**src/rtl/notification_arbiter.sv**
```systemverilog
// Round-robin funnel of per-port Trapper requests onto one monitor-bypass channel, with
// availability responses routed back by port tag. Define NOTIF_ARB_STATS_EN for grant counters.
module notification_arbiter #(
  parameter int NUM_PORTS          = 4,
  parameter int C_S_AXI_ID_WIDTH   = 1,
  parameter int CHANNEL_ADDR_WIDTH = 34,
  parameter int BEATS              = 4,
  parameter int C_BRAM_DATA_WIDTH  = 512,
  parameter int MAX_OUTSTANDING    = 8
) (
  input  logic                                          clock,
  input  logic                                          reset,
  input  logic [NUM_PORTS*CHANNEL_ADDR_WIDTH-1:0]       req_addr,
  input  logic [NUM_PORTS*C_S_AXI_ID_WIDTH-1:0]         req_id,
  input  logic [NUM_PORTS*$clog2(BEATS)-1:0]            req_offset,
  input  logic [NUM_PORTS-1:0]                          req_valid,
  output logic [NUM_PORTS-1:0]                          port_ready,
  output logic [CHANNEL_ADDR_WIDTH-1:0]                 m_req_addr,
  output logic [$clog2(BEATS)-1:0]                      m_req_offset,
  output logic [C_S_AXI_ID_WIDTH+$clog2(NUM_PORTS)-1:0] m_req_id,
  output logic                                          m_req_valid,
  input  logic                                          m_req_ready,
  input  logic [CHANNEL_ADDR_WIDTH-1:0]                 avail_addr,
  input  logic [$clog2(BEATS)-1:0]                      avail_offset,
  input  logic [C_S_AXI_ID_WIDTH+$clog2(NUM_PORTS)-1:0] avail_id,
  input  logic [C_BRAM_DATA_WIDTH-1:0]                  avail_data,
  input  logic                                          avail_valid,
  output logic [CHANNEL_ADDR_WIDTH-1:0]                 out_avail_addr,
  output logic [$clog2(BEATS)-1:0]                      out_avail_offset,
  output logic [C_S_AXI_ID_WIDTH-1:0]                   out_avail_id,
  output logic [C_BRAM_DATA_WIDTH-1:0]                  out_avail_data,
  output logic [NUM_PORTS-1:0]                          out_avail_valid,
  output logic                                          err_underflow,
  output logic [NUM_PORTS*32-1:0]                       stat_grants
);
  localparam int AW = CHANNEL_ADDR_WIDTH;
  localparam int IW = C_S_AXI_ID_WIDTH;
  localparam int OW = $clog2(BEATS);
  localparam int PW = $clog2(NUM_PORTS);
  localparam int TW = IW + PW;
  localparam int DW = C_BRAM_DATA_WIDTH;
  localparam int CW = $clog2(MAX_OUTSTANDING + 1) + 1;
  localparam logic [CW-1:0] CNT_MAX   = CW'(MAX_OUTSTANDING);
  localparam logic [PW-1:0] LAST_PORT = PW'(NUM_PORTS - 1);
  localparam logic [PW:0]   NP_EXT    = (PW+1)'(NUM_PORTS);

  typedef enum logic {IDLE, OFFER} state_t;
  state_t state_q, state_d;

  logic [NUM_PORTS-1:0] hold_valid_q;
  logic [AW-1:0]        hold_addr_q [NUM_PORTS];
  logic [IW-1:0]        hold_id_q   [NUM_PORTS];
  logic [OW-1:0]        hold_off_q  [NUM_PORTS];
  logic [CW-1:0]        outstanding_q [NUM_PORTS];

  logic [PW-1:0] rr_ptr_q, grant_q, win_idx, cand;
  logic [PW:0]   cand_sum;
  logic          win_found, load_offer, done_offer;

  logic [AW-1:0] m_addr_q;
  logic [OW-1:0] m_off_q;
  logic [TW-1:0] m_id_q;
  logic          m_valid_q;

  logic [AW-1:0]        av_addr_q;
  logic [OW-1:0]        av_off_q;
  logic [IW-1:0]        av_id_q;
  logic [DW-1:0]        av_data_q;
  logic [NUM_PORTS-1:0] av_valid_q;
  logic                 err_q;

  logic [PW-1:0]        avail_port;
  logic [NUM_PORTS-1:0] capture, avail_hit, underflow;

  assign avail_port = avail_id[TW-1:IW];

  for (genvar gi = 0; gi < NUM_PORTS; gi++) begin : g_port
    assign capture[gi]    = req_valid[gi] & ~hold_valid_q[gi];
    assign avail_hit[gi]  = avail_valid & (avail_port == PW'(gi));
    assign underflow[gi]  = avail_hit[gi] & (outstanding_q[gi] == '0);
    assign port_ready[gi] = ~hold_valid_q[gi] & ~req_valid[gi] & (outstanding_q[gi] < CNT_MAX);
  end

  // A pulse arriving while the port's entry is still held is dropped, not merged.
  always_ff @(posedge clock or posedge reset) begin
    if (reset) begin
      hold_valid_q <= '0;
      for (int i = 0; i < NUM_PORTS; i++) begin
        hold_addr_q[i]   <= '0;
        hold_id_q[i]     <= '0;
        hold_off_q[i]    <= '0;
        outstanding_q[i] <= '0;
      end
    end else begin
      for (int i = 0; i < NUM_PORTS; i++) begin
        if (capture[i]) begin
          hold_valid_q[i] <= 1'b1;
          hold_addr_q[i]  <= req_addr[i*AW +: AW];
          hold_id_q[i]    <= req_id[i*IW +: IW];
          hold_off_q[i]   <= req_offset[i*OW +: OW];
        end else if (done_offer && (grant_q == PW'(i))) begin
          hold_valid_q[i] <= 1'b0;
        end
        if (capture[i] && !avail_hit[i]) begin
          if (outstanding_q[i] != '1)
            outstanding_q[i] <= outstanding_q[i] + CW'(1);
        end else if (!capture[i] && avail_hit[i] && (outstanding_q[i] != '0)) begin
          outstanding_q[i] <= outstanding_q[i] - CW'(1);
        end
      end
    end
  end

  always_comb begin
    win_found = 1'b0;
    win_idx   = '0;
    cand_sum  = '0;
    cand      = '0;
    for (int k = 0; k < NUM_PORTS; k++) begin
      cand_sum = {1'b0, rr_ptr_q} + (PW+1)'(k);
      if (cand_sum >= NP_EXT)
        cand_sum = cand_sum - NP_EXT;
      cand = cand_sum[PW-1:0];
      if (!win_found && hold_valid_q[cand]) begin
        win_found = 1'b1;
        win_idx   = cand;
      end
    end
  end

  always_comb begin
    state_d    = state_q;
    load_offer = 1'b0;
    done_offer = 1'b0;
    case (state_q)
      IDLE: begin
        if (win_found) begin
          load_offer = 1'b1;
          state_d    = OFFER;
        end
      end
      OFFER: begin
        if (m_req_ready) begin
          done_offer = 1'b1;
          state_d    = IDLE;
        end
      end
      default: state_d = IDLE;
    endcase
  end

  always_ff @(posedge clock or posedge reset) begin
    if (reset) begin
      state_q   <= IDLE;
      rr_ptr_q  <= '0;
      grant_q   <= '0;
      m_addr_q  <= '0;
      m_off_q   <= '0;
      m_id_q    <= '0;
      m_valid_q <= 1'b0;
    end else begin
      state_q <= state_d;
      if (load_offer) begin
        grant_q   <= win_idx;
        rr_ptr_q  <= (win_idx == LAST_PORT) ? '0 : win_idx + PW'(1);
        m_addr_q  <= hold_addr_q[win_idx];
        m_off_q   <= hold_off_q[win_idx];
        m_id_q    <= {win_idx, hold_id_q[win_idx]};
        m_valid_q <= 1'b1;
      end else if (done_offer) begin
        m_valid_q <= 1'b0;
      end
    end
  end

  always_ff @(posedge clock or posedge reset) begin
    if (reset) begin
      av_addr_q  <= '0;
      av_off_q   <= '0;
      av_id_q    <= '0;
      av_data_q  <= '0;
      av_valid_q <= '0;
      err_q      <= 1'b0;
    end else begin
      av_valid_q <= avail_hit;
      if (avail_valid) begin
        av_addr_q <= avail_addr;
        av_off_q  <= avail_offset;
        av_id_q   <= avail_id[IW-1:0];
        av_data_q <= avail_data;
      end
      err_q <= err_q | (|underflow);
    end
  end

  assign m_req_addr       = m_addr_q;
  assign m_req_offset     = m_off_q;
  assign m_req_id         = m_id_q;
  assign m_req_valid      = m_valid_q;
  assign out_avail_addr   = av_addr_q;
  assign out_avail_offset = av_off_q;
  assign out_avail_id     = av_id_q;
  assign out_avail_data   = av_data_q;
  assign out_avail_valid  = av_valid_q;
  assign err_underflow    = err_q;

`ifdef NOTIF_ARB_STATS_EN
  logic [31:0] stat_q [NUM_PORTS];

  always_ff @(posedge clock or posedge reset) begin
    if (reset) begin
      for (int i = 0; i < NUM_PORTS; i++)
        stat_q[i] <= '0;
    end else if (done_offer) begin
      stat_q[grant_q] <= stat_q[grant_q] + 32'd1;
    end
  end

  for (genvar gi = 0; gi < NUM_PORTS; gi++) begin : g_stat
    assign stat_grants[gi*32 +: 32] = stat_q[gi];
  end
`else
  assign stat_grants = '0;
`endif

endmodule

```
**config.mk**
```make
export PLATFORM = sky130hd
export DESIGN_NAME = notification_arbiter
export DESIGN_NICKNAME = d
export VERILOG_FILES = /design/src/rtl/notification_arbiter.sv
export SDC_FILE = /design/constraint.sdc
export NUM_CORES = 1
export LEC_CHECK = 0
export ABC_AREA = 1
export CORE_AREA = 2 2 560 562
export DETAILED_ROUTE_END_ITERATION = 12
export DIE_AREA = 0 0 562 564
export PLACE_DENSITY = 0.3
export REMOVE_ABC_BUFFERS = 1
export SLEW_MARGIN = 0
export SYNTH_ARGS = -nofsm -noshare
export SYNTH_HDL_FRONTEND = slang
export SYNTH_SLANG_ARGS = --single-unit
```
**constraint.sdc**
```tcl
create_clock -name clock -period 27.8 [get_ports clock]
set_input_delay 5.56 -clock clock [delete_from_list [all_inputs] [get_ports clock]]
set_output_delay 5.56 -clock clock [all_outputs]
set_load 0.01 [all_outputs]
```
; ---- Yosys cells after proc, flatten, opt, wreduce, memory -nomap -nowiden
; Cells that the tools add are included.
[totals]
input_bits = 707
memories = 0
elab_cells = 220
latch_bits = 0
out_inout_bits = 726
rom_bits = 0
mem_bits_rw = 0
regBits = 771
[classes]
multipliers = 0
n_bitwise = 31
reduce_logical = 54
magnitude_cmp = 13
eq_ne = 15
shifts = 0
add_sub_neg = 16
n_mux = 58
div = 0
[ops]
columns = operator, n
row1 = binary-select mux 34 bit (select 2 bit), 1
row2 = two-way mux 34 bit, 2
row3 = two-way mux 5 bit, 12
row4 = two-way mux 1 bit, 25
row5 = two-way mux 2 bit, 11
row6 = adder 5 x 1 -> 5 bit (second input constant), 4
row7 = AND 1 bit, 20
row8 = logical NOT 5 bit, 4
row9 = < comparator 5 x 4 -> 1 bit (second input constant), 4
row10 = != test 5 bit (second input constant), 4
row11 = nonzero test 5 bit, 4
row12 = subtractor 5 x 1 -> 5 bit (second input constant), 4
row13 = logical AND 1 bit, 19
row14 = nonzero test 2 bit, 9
row15 = >= comparator 3 bit (second input constant), 4
row16 = < comparator 2 x 3 -> 1 bit (second input constant), 4
row17 = logical NOT 1 bit, 11
row18 = binary-select mux 1 bit (select 2 bit), 5
row19 = == test 2 bit (second input constant), 5
row20 = inverter 1 bit, 9
row21 = != test 2 x 1 -> 1 bit (second input constant), 4
row22 = AND reduction 2 bit, 4
row23 = subtractor 2 x 1 -> 2 bit (second input constant), 4
row24 = adder 2 x 2 -> 3 bit (second input constant), 2
row25 = 10 further kinds, 12

; ---- Depth between registers and ports, before layout
; Gate-level depths: netlist of the first run.
[depth]
depth_word = 18
mapped_depth = 18
mapped_depth_nobuf = 15

; ---- Least setup slack after synthesis of the first run
; Ideal clock, no wire load.
[synth_timing]
path_type = input -> output
start = input port req_valid[0]
end = output port port_ready[0]
stages = 1
slack_ns = 16.247
required_ns = 22.240
arrival_ns = 5.993
path_cell_list = nor4_1
[synth_between]
elab_chain_cells = 3
[synth_rtl]
columns = element, line
row1 = from (decl), 16  ; input logic [NUM_PORTS-1:0] req_valid,
row2 = inverter 1 bit, 81  ; assign port_ready[gi] = ~hold_valid_q[gi] & ~req_valid[gi] & (outstanding_q[gi] < CNT_MAX);
row3 = AND 1 bit (2 in series), 81
row4 = to (decl), 17  ; output logic [NUM_PORTS-1:0] port_ready,
; No other way between the ends.

; ---- Worst setup path in the final report of the first run
[layout_timing]
start = input port req_valid[2]
end = output port port_ready[2]
; Same word-level chain as after synthesis.

==> results.py, run 1 <==
metrics = {
    "setup_path": {
        "critPathKind": "primary input to output pin",
        "worst-path-buf-inv": 2,
        "timing.critical_path.slowest_cell_delay_ns": 0.61,
        "critical_path.reg2reg.endpoint": "m_req_addr[29]",
        "timing.critical_path.max_delay_family": "buffers and inverters",
        "timing.critical_path.mode_cell": "sky130_fd_sc_hd__clkdlybuf4s50_1",
        "worst-endpoint-arrival_ns": 6.99,
        "crit_end": "port_ready[2]",
        "ff2ff_setup_slack_ns": 23.57,
        "crit-reg2reg-launch": "rr_ptr_q[0]",
        "cp_cell_sequence": "clkdlybuf4s50_1, nor4_1, clkdlybuf4s50_1",
        "critPathRequiredTime_ns": 22.24,
        "cp-startpoint": "req_valid[2]",
        "cpMaxStageDelayCell": "sky130_fd_sc_hd__clkdlybuf4s50_1",
        "setup.worst_path.start_class": "primary input",
        "crit_path_max_fanout": 2,
        "crit_path_end_kind": "output pin",
        "critical_path_depth": 3,
        "worst_r2r_path_depth": 13,
    },
    "synth": {
        "synth_xor_area_share_pct": 0.410,
        "synth-edff-count": 0,
        "synth_cell_types": 32,
        "yosys-mux-area-fraction_pct": 1.44,
        "combinational_family_with_the_most_area_after_synthesis": "simple AND/OR/NAND/NOR gates",
        "synth_simple_gate_area_share_pct": 28.9,
        "synth.yosys.seq_area_share_pct": 60.0,
        "synthFlopType": "sky130_fd_sc_hd__dfrtp_1",
        "syn-mean-instance-area_um2": 8.53,
        "ys_async_sr_fraction_pct": 100,
        "yosys_warnings": 0,
        "synth_area_mm2": 0.0321,
        "synth_seq_cells": 769,
        "synth_cells": 3759,
        "synth-compound-area-share_pct": 1.66,
        "synth-adder-area-share_pct": 0.718,
    },
    "final_layout": {
        "fillerInstances": 35102,
        "design.final.nets": 5743,
        "final_cell_count_no_fill": 9262,
        "synthToLayoutAreaGrowth_pct": 65.5,
        "layout.cell_area.non_filler_mm2": 0.0531,
        "drive_gt1_share_pct": 5.42,
    },
    "routing": {
        "postRouteWirelength_um": 217000,
        "via_count": 29867,
        "drcViolationCount": 0,
        "initial_drt_markers": 1698,
        "drt.antenna.violating_nets": 0,
        "wl_per_cell_um": 23.4,
        "count_of_tritonroute_iterations_in_the_first_routing_pass": 5,
        "viasPerCell": 3.22,
    },
    "grt": {
        "grt_pass1_vias": 30213,
        "grt_antenna_before_repair": 104,
        "grt_pass1_wl_um": 286000,
        "overflow": 0,
        "grt_max_degree": 156,
        "grt.total_usage_pct": 13.2,
    },
    "placed_design": {
        "hpwl_um": 172000,
        "placed_cell_count": 9045,
        "dpl-instance-area_mm2": 0.0494,
        "numPortBuffers": 1304,
        "gp_routability_congestion": 0.931,
    },
    "sta": {
        "setup-violations-final": 0,
        "fin_hold_ws_ns": 0.467,
        "tightest_slew_ns": 1.07,
        "skew_ns": 0.0730,
        "timing.max_slew.rel_slack_pct": 28.5,
        "final_tns_setup_ns": 0,
        "period_minus_slack_ns": 12.55,
        "rsz0062_at_grt": "no",
        "fin_crit_sh_pct": 45.2,
        "hold_viol_final": 0,
        "drv_slew": 0,
        "max_freq_mhz": 79.7,
    },
    "floorplanning": {
        "die_width_um": 562,
        "initial_utilization_pct": 10.3,
        "die-height_um": 564,
        "top_level_ports": 1433,
        "design.core.area_mm2": 0.311,
        "std_cell_rows": 205,
        "design.die.area_mm2": 0.317,
    },
    "clock_network": {
        "clock_tree.buffer_depth": 4,
        "clock_insertion_delay_worst_skew_ns": 0.82,
        "numCtsBuffers": 113,
        "htree_num_levels": 3,
        "clockRootBuffer": "sky130_fd_sc_hd__clkbuf_16",
        "cts.clk_slew.worst_paths_ns": 0.06,
        "hold_buffers": 0,
        "clock_sink_count": 769,
        "cts.repair_timing.setup_buffer_count": 0,
        "cts_tree": "done",
        "ctsResizeCount": 0,
    },
    "outcome": {
        "status": "completed",
    },
    "run": {
        "cap_viol_max_count": 0,
    },
    "pwr": {
        "ir_worst_vdd_mv": 0.0772,
        "total_leakage_power_uw": 0.0244,
        "fin_total_pwr_uw": 4520,
        "cellPowerDensity_mw_per_mm2": 85.1,
    },
    "hold_path": {
        "hold_path.class": "flop to flop",
        "holdCritStartpoint": "out_avail_data[459]",
    },
}
## stage by stage
step,utilization [%],setup slack [ns]
CTS,17.1,15.19
finish,17.1,15.25
detailed placement,15.9,15.20
floorplan,-,0.653
global route,17.1,15.19
global placement,15.9,15.24
## state kept, by name, indices dropped and copies added, names as in the netlist, 8 cells and up
signal / cells
hold_off_q: 8
out_avail_data: 512
hold_addr_q: 136
out_avail_addr: 34
m_req_addr: 34
outstanding_q: 20
## cell families after synthesis
kind of cell,after synthesis
buf+inv,435
flops,769
other cells,1
fa+ha+maj,16
compound gates,104
mux,41
simple gates,2378
xor+xnor,15
## report_power, final
group	total (µW)	switching [µW]	internal [µW]	leakage (µW)
registers	1490	144	1350	0.00931
clock network	1450	593	858	0.00179
logic	1580	1000	572	0.0133
## cells in the final DEF, fill, tap and decap left out, types with 4 or more instances in the layout
master	synthesis	final
sky130_fd_sc_hd__bufinv_16	0	4
sky130_fd_sc_hd__dfrtp_1	769	769
sky130_fd_sc_hd__clkbuf_8	0	27
sky130_fd_sc_hd__mux2_2	41	41
sky130_fd_sc_hd__nor2_1	51	51
sky130_fd_sc_hd__xor2_1	8	8
sky130_fd_sc_hd__inv_1	105	101
sky130_fd_sc_hd__clkinv_2	0	16
sky130_fd_sc_hd__inv_2	3	5
sky130_fd_sc_hd__nand4_1	80	80
sky130_fd_sc_hd__a21oi_1	48	48
sky130_fd_sc_hd__xnor2_1	7	7
sky130_fd_sc_hd__nand3_1	65	64
sky130_fd_sc_hd__diode_2	0	16
sky130_fd_sc_hd__clkdlybuf4s50_1	0	1303
sky130_fd_sc_hd__conb_1	1	128
sky130_fd_sc_hd__or2_2	6	6
sky130_fd_sc_hd__nand2_1	2158	2154
sky130_fd_sc_hd__ha_1	12	12
sky130_fd_sc_hd__o21ai_0	50	50
sky130_fd_sc_hd__nor4_1	6	6
sky130_fd_sc_hd__nor3_1	6	6
sky130_fd_sc_hd__buf_4	135	38
sky130_fd_sc_hd__clkbuf_1	140	32
sky130_fd_sc_hd__clkbuf_16	0	114
sky130_fd_sc_hd__fa_1	4	4
sky130_fd_sc_hd__nand2_2	2	4
## layout make-up
class                           instances  area, µm²  area share (%)
Tap cell                             4140       5180            9.76
Sequential cell                       769      19200            36.3
Clock inverter                         28        285           0.537
Antenna cell                           16       40.0          0.0754
Inverter                              109        427           0.804
Timing Repair Buffer                 1345      13400            25.3
Clock buffer                          173       3340            6.30
Multi-Input combinational cell       2682      11200            21.0
## worst register-to-register path: cells and delay by family, from the launching register on
family,cells,cell delay (ns)
flip-flops,1,0.60
buffers and inverters,2,0.84
AND/OR/NAND/NOR,10,2.32
AO/OA/AOI/OAI,1,0.38
## metal layers
metal | GRT usage (%) | vias up | wire length (µm)
met2 | 22.1 | 1192 | 103000
met3 | 4.50 | 323 | 17900
met1 | 15.9 | 14409 | 89300
li1 | - | 13897 | -
met4 | 3.95 | 46 | 6330
met5 | 0 | - | 302
## worst min path at each step
stage	cells after the start	end
finish	2	out_avail_data[459]
floorplan	2	hold_addr_q[0]
global route	2	out_avail_data[238]
detailed placement	2	out_avail_data[459]
global placement	2	out_avail_data[75]
CTS	2	out_avail_data[450]
## synth_stat cells, types with 29 or more instances
cell	n	share of area [%]
sky130_fd_sc_hd__dfrtp_1	769	60
sky130_fd_sc_hd__clkbuf_1	140	1.6
sky130_fd_sc_hd__buf_2	29	0.45
sky130_fd_sc_hd__inv_1	105	1.2
sky130_fd_sc_hd__nand3_1	65	1.0
sky130_fd_sc_hd__o21ai_0	50	0.78
sky130_fd_sc_hd__mux2_2	41	1.4
sky130_fd_sc_hd__buf_4	135	3.2
sky130_fd_sc_hd__nor2_1	51	0.60
sky130_fd_sc_hd__nand4_1	80	1.6
sky130_fd_sc_hd__a21oi_1	48	0.75
sky130_fd_sc_hd__nand2_1	2158	25
No activity file was read; power rests on OpenSTA's default activity.
==> run 2, diff against run 1 <==
--- a/config.mk
+++ b/config.mk
@@ -6,9 +6,9 @@
 export NUM_CORES = 1
 export LEC_CHECK = 0
 export ABC_AREA = 1
-export CORE_AREA = 2 2 560 562
+export CORE_AREA = 2 2 565 567
 export DETAILED_ROUTE_END_ITERATION = 12
-export DIE_AREA = 0 0 562 564
+export DIE_AREA = 0 0 567 569
 export PLACE_DENSITY = 0.3
 export REMOVE_ABC_BUFFERS = 1
 export SLEW_MARGIN = 0
==> constraint.sdc (replaced) <==
create_clock -name clock -period 12.3 [get_ports clock]
set_input_delay 2.46 -clock clock [delete_from_list [all_inputs] [get_ports clock]]
set_output_delay 2.46 -clock clock [all_outputs]
set_load 0.01 [all_outputs]
==> run 2 against run 1 <==
Non-clock buffer count fell by 7. Via count is 0.20% higher. Final cell count grew 0.44%. Clock-buffer cell count down 7. Sequential power is 130% higher. Sequential share of layout area down 0.068 points. Clock skew down 0.019 ns. Flip-flop and latch count stayed put. Register-to-register slack got worse by 15 ns. Hold slack got worse by 0.0014 ns. Clock power rose by 130%. Critical path type unchanged. Critical endpoint unchanged. Largest power group unchanged. Highest routed layer unchanged.
==> results.py, run 2 (synthesis gave the netlist of run 1 again) <==
metrics = {
    "outcome": {
        "status": "completed",
    },
    "grt": {
        "grt_pass1_wl_um": 293000,
        "grt_max_degree": 149,
        "grt.total_usage_pct": 13.4,
        "grt_pass1_vias": 30549,
        "overflow": 0,
        "grt_antenna_before_repair": 126,
    },
    "clock_network": {
        "cts.repair_timing.setup_buffer_count": 0,
        "clockRootBuffer": "sky130_fd_sc_hd__clkbuf_16",
        "clock_tree.buffer_depth": 4,
        "htree_num_levels": 3,
        "clock_sink_count": 769,
        "cts.clk_slew.worst_paths_ns": 0.05,
        "ctsResizeCount": 0,
        "hold_buffers": 0,
        "numCtsBuffers": 115,
        "cts_tree": "done",
        "clock_insertion_delay_worst_skew_ns": 0.81,
    },
    "hold_path": {
        "hold_path.class": "flop to flop",
    },
    "setup_path": {
        "worst-endpoint-arrival_ns": 3.90,
        "crit_path_max_fanout": 2,
        "crit_path_end_kind": "output pin",
        "setup.worst_path.start_class": "primary input",
        "worst_r2r_path_depth": 12,
        "critPathRequiredTime_ns": 9.84,
        "crit_end": "port_ready[2]",
        "cp-startpoint": "req_valid[2]",
        "critPathKind": "primary input to output pin",
        "crit-reg2reg-launch": "rr_ptr_q[0]",
        "ff2ff_setup_slack_ns": 8.43,
        "critical_path.reg2reg.endpoint": "m_req_addr[27]",
    },
    "pwr": {
        "power_switching_uw": 3920,
        "total_leakage_power_uw": 0.0244,
        "clkPwrFrac_pct": 32.6,
        "internal_power_uw": 6310,
        "ir_worst_vdd_mv": 0.175,
        "switching_share_of_power_pct": 38.3,
        "combinational_cell_fraction_of_total_power_pct": 34.5,
        "power.sequential.fraction_pct": 32.8,
        "cellPowerDensity_mw_per_mm2": 192,
    },
    "final_layout": {
        "mostFrequentLayoutCells": "sky130_fd_sc_hd__nand2_1 (2154), sky130_fd_sc_hd__clkdlybuf4s50_1 (1303), sky130_fd_sc_hd__dfrtp_1 (769)",
        "drive_gt1_share_pct": 5.24,
        "final_core_utilization_pct": 16.8,
        "synthToLayoutAreaGrowth_pct": 65.8,
        "final_cell_count_no_fill": 9303,
        "layout_commonest_cell": "sky130_fd_sc_hd__nand2_1",
        "layout.cell_area.non_filler_mm2": 0.0532,
        "design.final.nets": 5738,
        "largest_register_ffs": 512,
    },
    "sta": {
        "setup-violations-final": 0,
        "timing.max_slew.rel_slack_pct": 31.2,
        "period_minus_slack_ns": 6.36,
        "rsz0062_at_grt": "no",
        "final_ws_setup_ns": 5.94,
        "hold_viol_final": 0,
        "fin_crit_sh_pct": 51.7,
        "tightest_slew_ns": 1.03,
        "skew_ns": 0.0537,
        "drv_slew": 0,
        "max_freq_mhz": 157,
    },
    "floorplanning": {
        "std_cell_rows": 207,
        "design.die.area_mm2": 0.323,
        "design.core.area_mm2": 0.317,
        "die_width_um": 567,
        "initial_utilization_pct": 10.1,
        "top_level_ports": 1433,
        "die-height_um": 569,
    },
    "placed_design": {
        "numPortBuffers": 1304,
        "hpwl_um": 175000,
        "gp_routability_congestion": 0.944,
        "dpl-instance-area_mm2": 0.0495,
        "placed_cell_count": 9078,
        "pre_cts_slack_ns": 5.91,
    },
    "routing": {
        "wl_per_cell_um": 23.9,
        "postRouteWirelength_um": 223000,
        "count_of_tritonroute_iterations_in_the_first_routing_pass": 5,
        "via_count": 29928,
        "drt.antenna.violating_nets": 0,
        "viasPerCell": 3.22,
        "drcViolationCount": 0,
        "initial_drt_markers": 1779,
    },
    "run": {
        "cap_viol_max_count": 0,
    },
}
## run 2: cell types whose count changed in the layout (fill, tap and decap cells not counted)
cell	previous run	this run
sky130_fd_sc_hd__inv_6	1	3
sky130_fd_sc_hd__diode_2	16	26
sky130_fd_sc_hd__clkinvlp_4	3	4
sky130_fd_sc_hd__buf_4	38	27
sky130_fd_sc_hd__bufinv_16	4	7
sky130_fd_sc_hd__clkbuf_1	32	33
sky130_fd_sc_hd__clkbuf_16	114	116
sky130_fd_sc_hd__buf_12	3	7
sky130_fd_sc_hd__inv_2	5	4
sky130_fd_sc_hd__clkbuf_8	27	17
## run 2: final cells by class
type	instances	area, µm²
fill	35600	264000
sequential	769	19200
timing repair buffer	1338	13400
multi-input combinational	2682	11200
tap	4180	5230
clock buffer	166	3260
inverter	109	428
clock inverter	33	395
antenna	26	65.1
## run 2: per-stage QoR
| step | setup TNS (ns) | hold slack, ns | power (µW) |
|---|---|---|---|
| after global routing | 0 | 0.481 | 10900 |
| after CTS | 0 | 0.472 | 10500 |
| after floorplan | -9033.07 | 0.449 | 5060 |
| final | 0 | 0.466 | 10200 |
| after global placement | 0 | 0.454 | 7040 |
| after detailed placement | 0 | 0.458 | 7040 |
## run 2: worst min-delay path by stage
stage	from	end	slack (ns)	cells past startpoint
after global placement	out_avail_data[87]	out_avail_data[87]	0.45	2
after floorplan	hold_addr_q[0]	hold_addr_q[0]	0.45	2
after CTS	out_avail_data[331]	out_avail_data[331]	0.47	2
after detailed placement	out_avail_data[485]	out_avail_data[485]	0.46	2
final	out_avail_data[87]	out_avail_data[87]	0.47	2
after global routing	out_avail_data[264]	out_avail_data[264]	0.48	2
## run 2: critical path, stage by stage
cell and delay (ns):
sky130_fd_sc_hd__clkdlybuf4s50_1 0.46, sky130_fd_sc_hd__nor4_1 0.37, sky130_fd_sc_hd__clkdlybuf4s50_1 0.61
## run 2: power by group through the flow
stage / Combinational [µW] / Clock (µW) / Sequential, µW
4_1_cts: 3660 / 3510 / 3360
2_1_floorplan: 1640 / 0 / 3420
5_1_grt: 3940 / 3580 / 3420
3_3_place_gp: 3640 / 0 / 3390
3_5_place_dp: 3640 / 0 / 3400
6_report: 3530 / 3330 / 3360
## run 2: per-layer routing
layer	vias to the layer above	track usage, %	share of wire [%]
met5	-	0	0.22
met4	74	2.16	1.7
met3	321	5.13	8.8
met2	1139	23.4	49
met1	14507	15.7	40
li1	13887	-	-
==> run 3, diff against run 2 <==
==> constraint.sdc (replaced) <==
create_clock -name clock -period 6.3 [get_ports clock]
set_input_delay 1.26 -clock clock [delete_from_list [all_inputs] [get_ports clock]]
set_output_delay 1.26 -clock clock [all_outputs]
set_load 0.01 [all_outputs]
==> run 3 against run 2 <==
Flip-flop and latch count is the same. Die area is the same. Core utilization is essentially flat. Clock-buffer cell count shrank 1. Cell area is essentially flat. Sequential power grew 96%. Global-route usage is essentially flat. Critical path type unchanged. Largest cell class unchanged. Largest power group unchanged.
==> results.py, run 3 (synthesis gave the netlist of run 1 again) <==
metrics = {
    "setup_path": {
        "critPathRequiredTime_ns": 5.04,
        "ff2ff_setup_slack_ns": 2.81,
        "worst-endpoint-arrival_ns": 2.66,
        "crit-reg2reg-launch": "rr_ptr_q[0]",
        "worst_r2r_path_depth": 15,
        "cp-startpoint": "req_valid[2]",
        "critPathKind": "primary input to output pin",
        "crit_path_end_kind": "output pin",
        "setup.worst_path.start_class": "primary input",
        "crit_path_max_fanout": 2,
    },
    "sta": {
        "skew_ns": 0.0680,
        "final_tns_setup_ns": 0,
        "fin_hold_ws_ns": 0.467,
        "period_minus_slack_ns": 3.92,
        "timing.max_slew.rel_slack_pct": 24.8,
        "tightest_slew_ns": 1.13,
        "max_freq_mhz": 255,
        "drv_slew": 0,
        "hold_viol_final": 0,
        "rsz0062_at_grt": "no",
        "setup-violations-final": 0,
        "fin_crit_sh_pct": 62.3,
    },
    "placed_design": {
        "numPortBuffers": 1304,
        "gp_routability_congestion": 0.929,
        "hpwl_um": 177000,
    },
    "hold_path": {
        "min_path_cells": 2,
        "hold_path.class": "flop to flop",
        "holdCritStartpoint": "out_avail_data[313]",
    },
    "routing": {
        "wl_per_cell_um": 24.0,
        "drt.antenna.violating_nets": 0,
        "drcViolationCount": 0,
        "postRouteWirelength_um": 223000,
        "initial_drt_markers": 1701,
        "count_of_tritonroute_iterations_in_the_first_routing_pass": 5,
        "viasPerCell": 3.23,
        "via_count": 30068,
    },
    "floorplanning": {
        "design.core.area_mm2": 0.317,
        "initial_utilization_pct": 10.1,
        "top_level_ports": 1433,
        "die-height_um": 569,
        "design.die.area_mm2": 0.323,
        "std_cell_rows": 207,
        "die_width_um": 567,
    },
    "grt": {
        "grt.total_usage_pct": 13.4,
        "grt_antenna_before_repair": 132,
        "grt_max_degree": 147,
        "grt_pass1_vias": 30663,
        "grt_pass1_wl_um": 294000,
        "overflow": 0,
    },
    "final_layout": {
        "design.final.nets": 5749,
        "largest_register_ffs": 512,
        "synthToLayoutAreaGrowth_pct": 65.9,
        "fillerInstances": 35743,
        "layout_commonest_cell": "sky130_fd_sc_hd__nand2_1",
        "mostFrequentLayoutCells": "sky130_fd_sc_hd__nand2_1 (2154), sky130_fd_sc_hd__clkdlybuf4s50_1 (1303), sky130_fd_sc_hd__dfrtp_1 (769)",
        "drive_gt1_share_pct": 5.63,
    },
    "clock_network": {
        "clock_insertion_delay_worst_skew_ns": 0.84,
        "cts.repair_timing.setup_buffer_count": 0,
        "cts_tree": "done",
        "ctsResizeCount": 0,
        "hold_buffers": 0,
        "clock_sink_count": 769,
        "numCtsBuffers": 115,
        "clock_tree.buffer_depth": 4,
        "clockRootBuffer": "sky130_fd_sc_hd__clkbuf_16",
        "htree_num_levels": 3,
        "cts.clk_slew.worst_paths_ns": 0.05,
    },
    "pwr": {
        "ir_worst_vdd_mv": 0.277,
        "total_leakage_power_uw": 0.0245,
        "cellPowerDensity_mw_per_mm2": 372,
    },
    "run": {
        "cap_viol_max_count": 0,
    },
    "outcome": {
        "status": "completed",
    },
}
-- run 3: changes by cell type in the layout (fill, tap and decap cells not counted), moves of 2 or more --
cell                        delta
sky130_fd_sc_hd__clkbuf_8     +14
sky130_fd_sc_hd__clkbuf_1     -15
sky130_fd_sc_hd__bufinv_16     -6
sky130_fd_sc_hd__clkinv_2      +3
sky130_fd_sc_hd__buf_12        +2
sky130_fd_sc_hd__buf_4         +9
-- run 3: where the power goes --
group          internal (µW)  switching (µW)  total [µW]  leakage [µW]
combinational           2530            4280        6820        0.0134
sequential              5940             647        6590       0.00931
clock                   3730            2650        6380       0.00179
total                  12200            7580       19800        0.0245
-- run 3: through the flow --
step	power, µW	instances	worst slack [ns]	util, %	cell area (µm²)
after global placement	13700	9089	2.43	15.6	49600
after detailed placement	13700	9089	2.39	15.6	49600
after floorplan	9890	3560	-16.55	-	30800
after global routing	21100	9284	2.23	16.8	53200
after CTS	20300	9282	2.38	16.8	53200
final	19800	9308	2.38	16.8	53200
-- run 3: critical path, stage by stage --
cell	delay, ns
sky130_fd_sc_hd__clkdlybuf4s50_1	0.45
sky130_fd_sc_hd__nor4_1	0.35
sky130_fd_sc_hd__clkdlybuf4s50_1	0.60
-- run 3: path summary, 6_finish.rpt --
kind | end
worst max-delay path | port_ready[2]
worst min-delay path | out_avail_data[313]
worst max register to register | m_req_addr[9]
worst min register to register | out_avail_data[313]
max in group asynchronous | out_avail_data[189]
min in group asynchronous | out_avail_data[32]
-- run 3: per-layer routing --
metal  global-route usage, %  vias to the layer above  share of wire [%]
li1                        -                    13911                  -
met1                    15.8                    14571                 40
met2                    23.0                     1163                 48
met3                    5.04                      345                9.2
met4                    2.87                       78                2.3
met5                       0                        -               0.23
-- run 3: layout make-up --
class                           count  area (µm²)  share of cell area, %
Tap cell                         4180        5230                   9.83
Inverter                          109         428                  0.804
Multi-Input combinational cell   2682       11200                   21.0
Antenna cell                       26        65.1                  0.122
Sequential cell                   769       19200                   36.2
Clock buffer                      165        3400                   6.38
Clock inverter                     28         203                  0.381
Timing Repair Buffer             1349       13500                   25.4
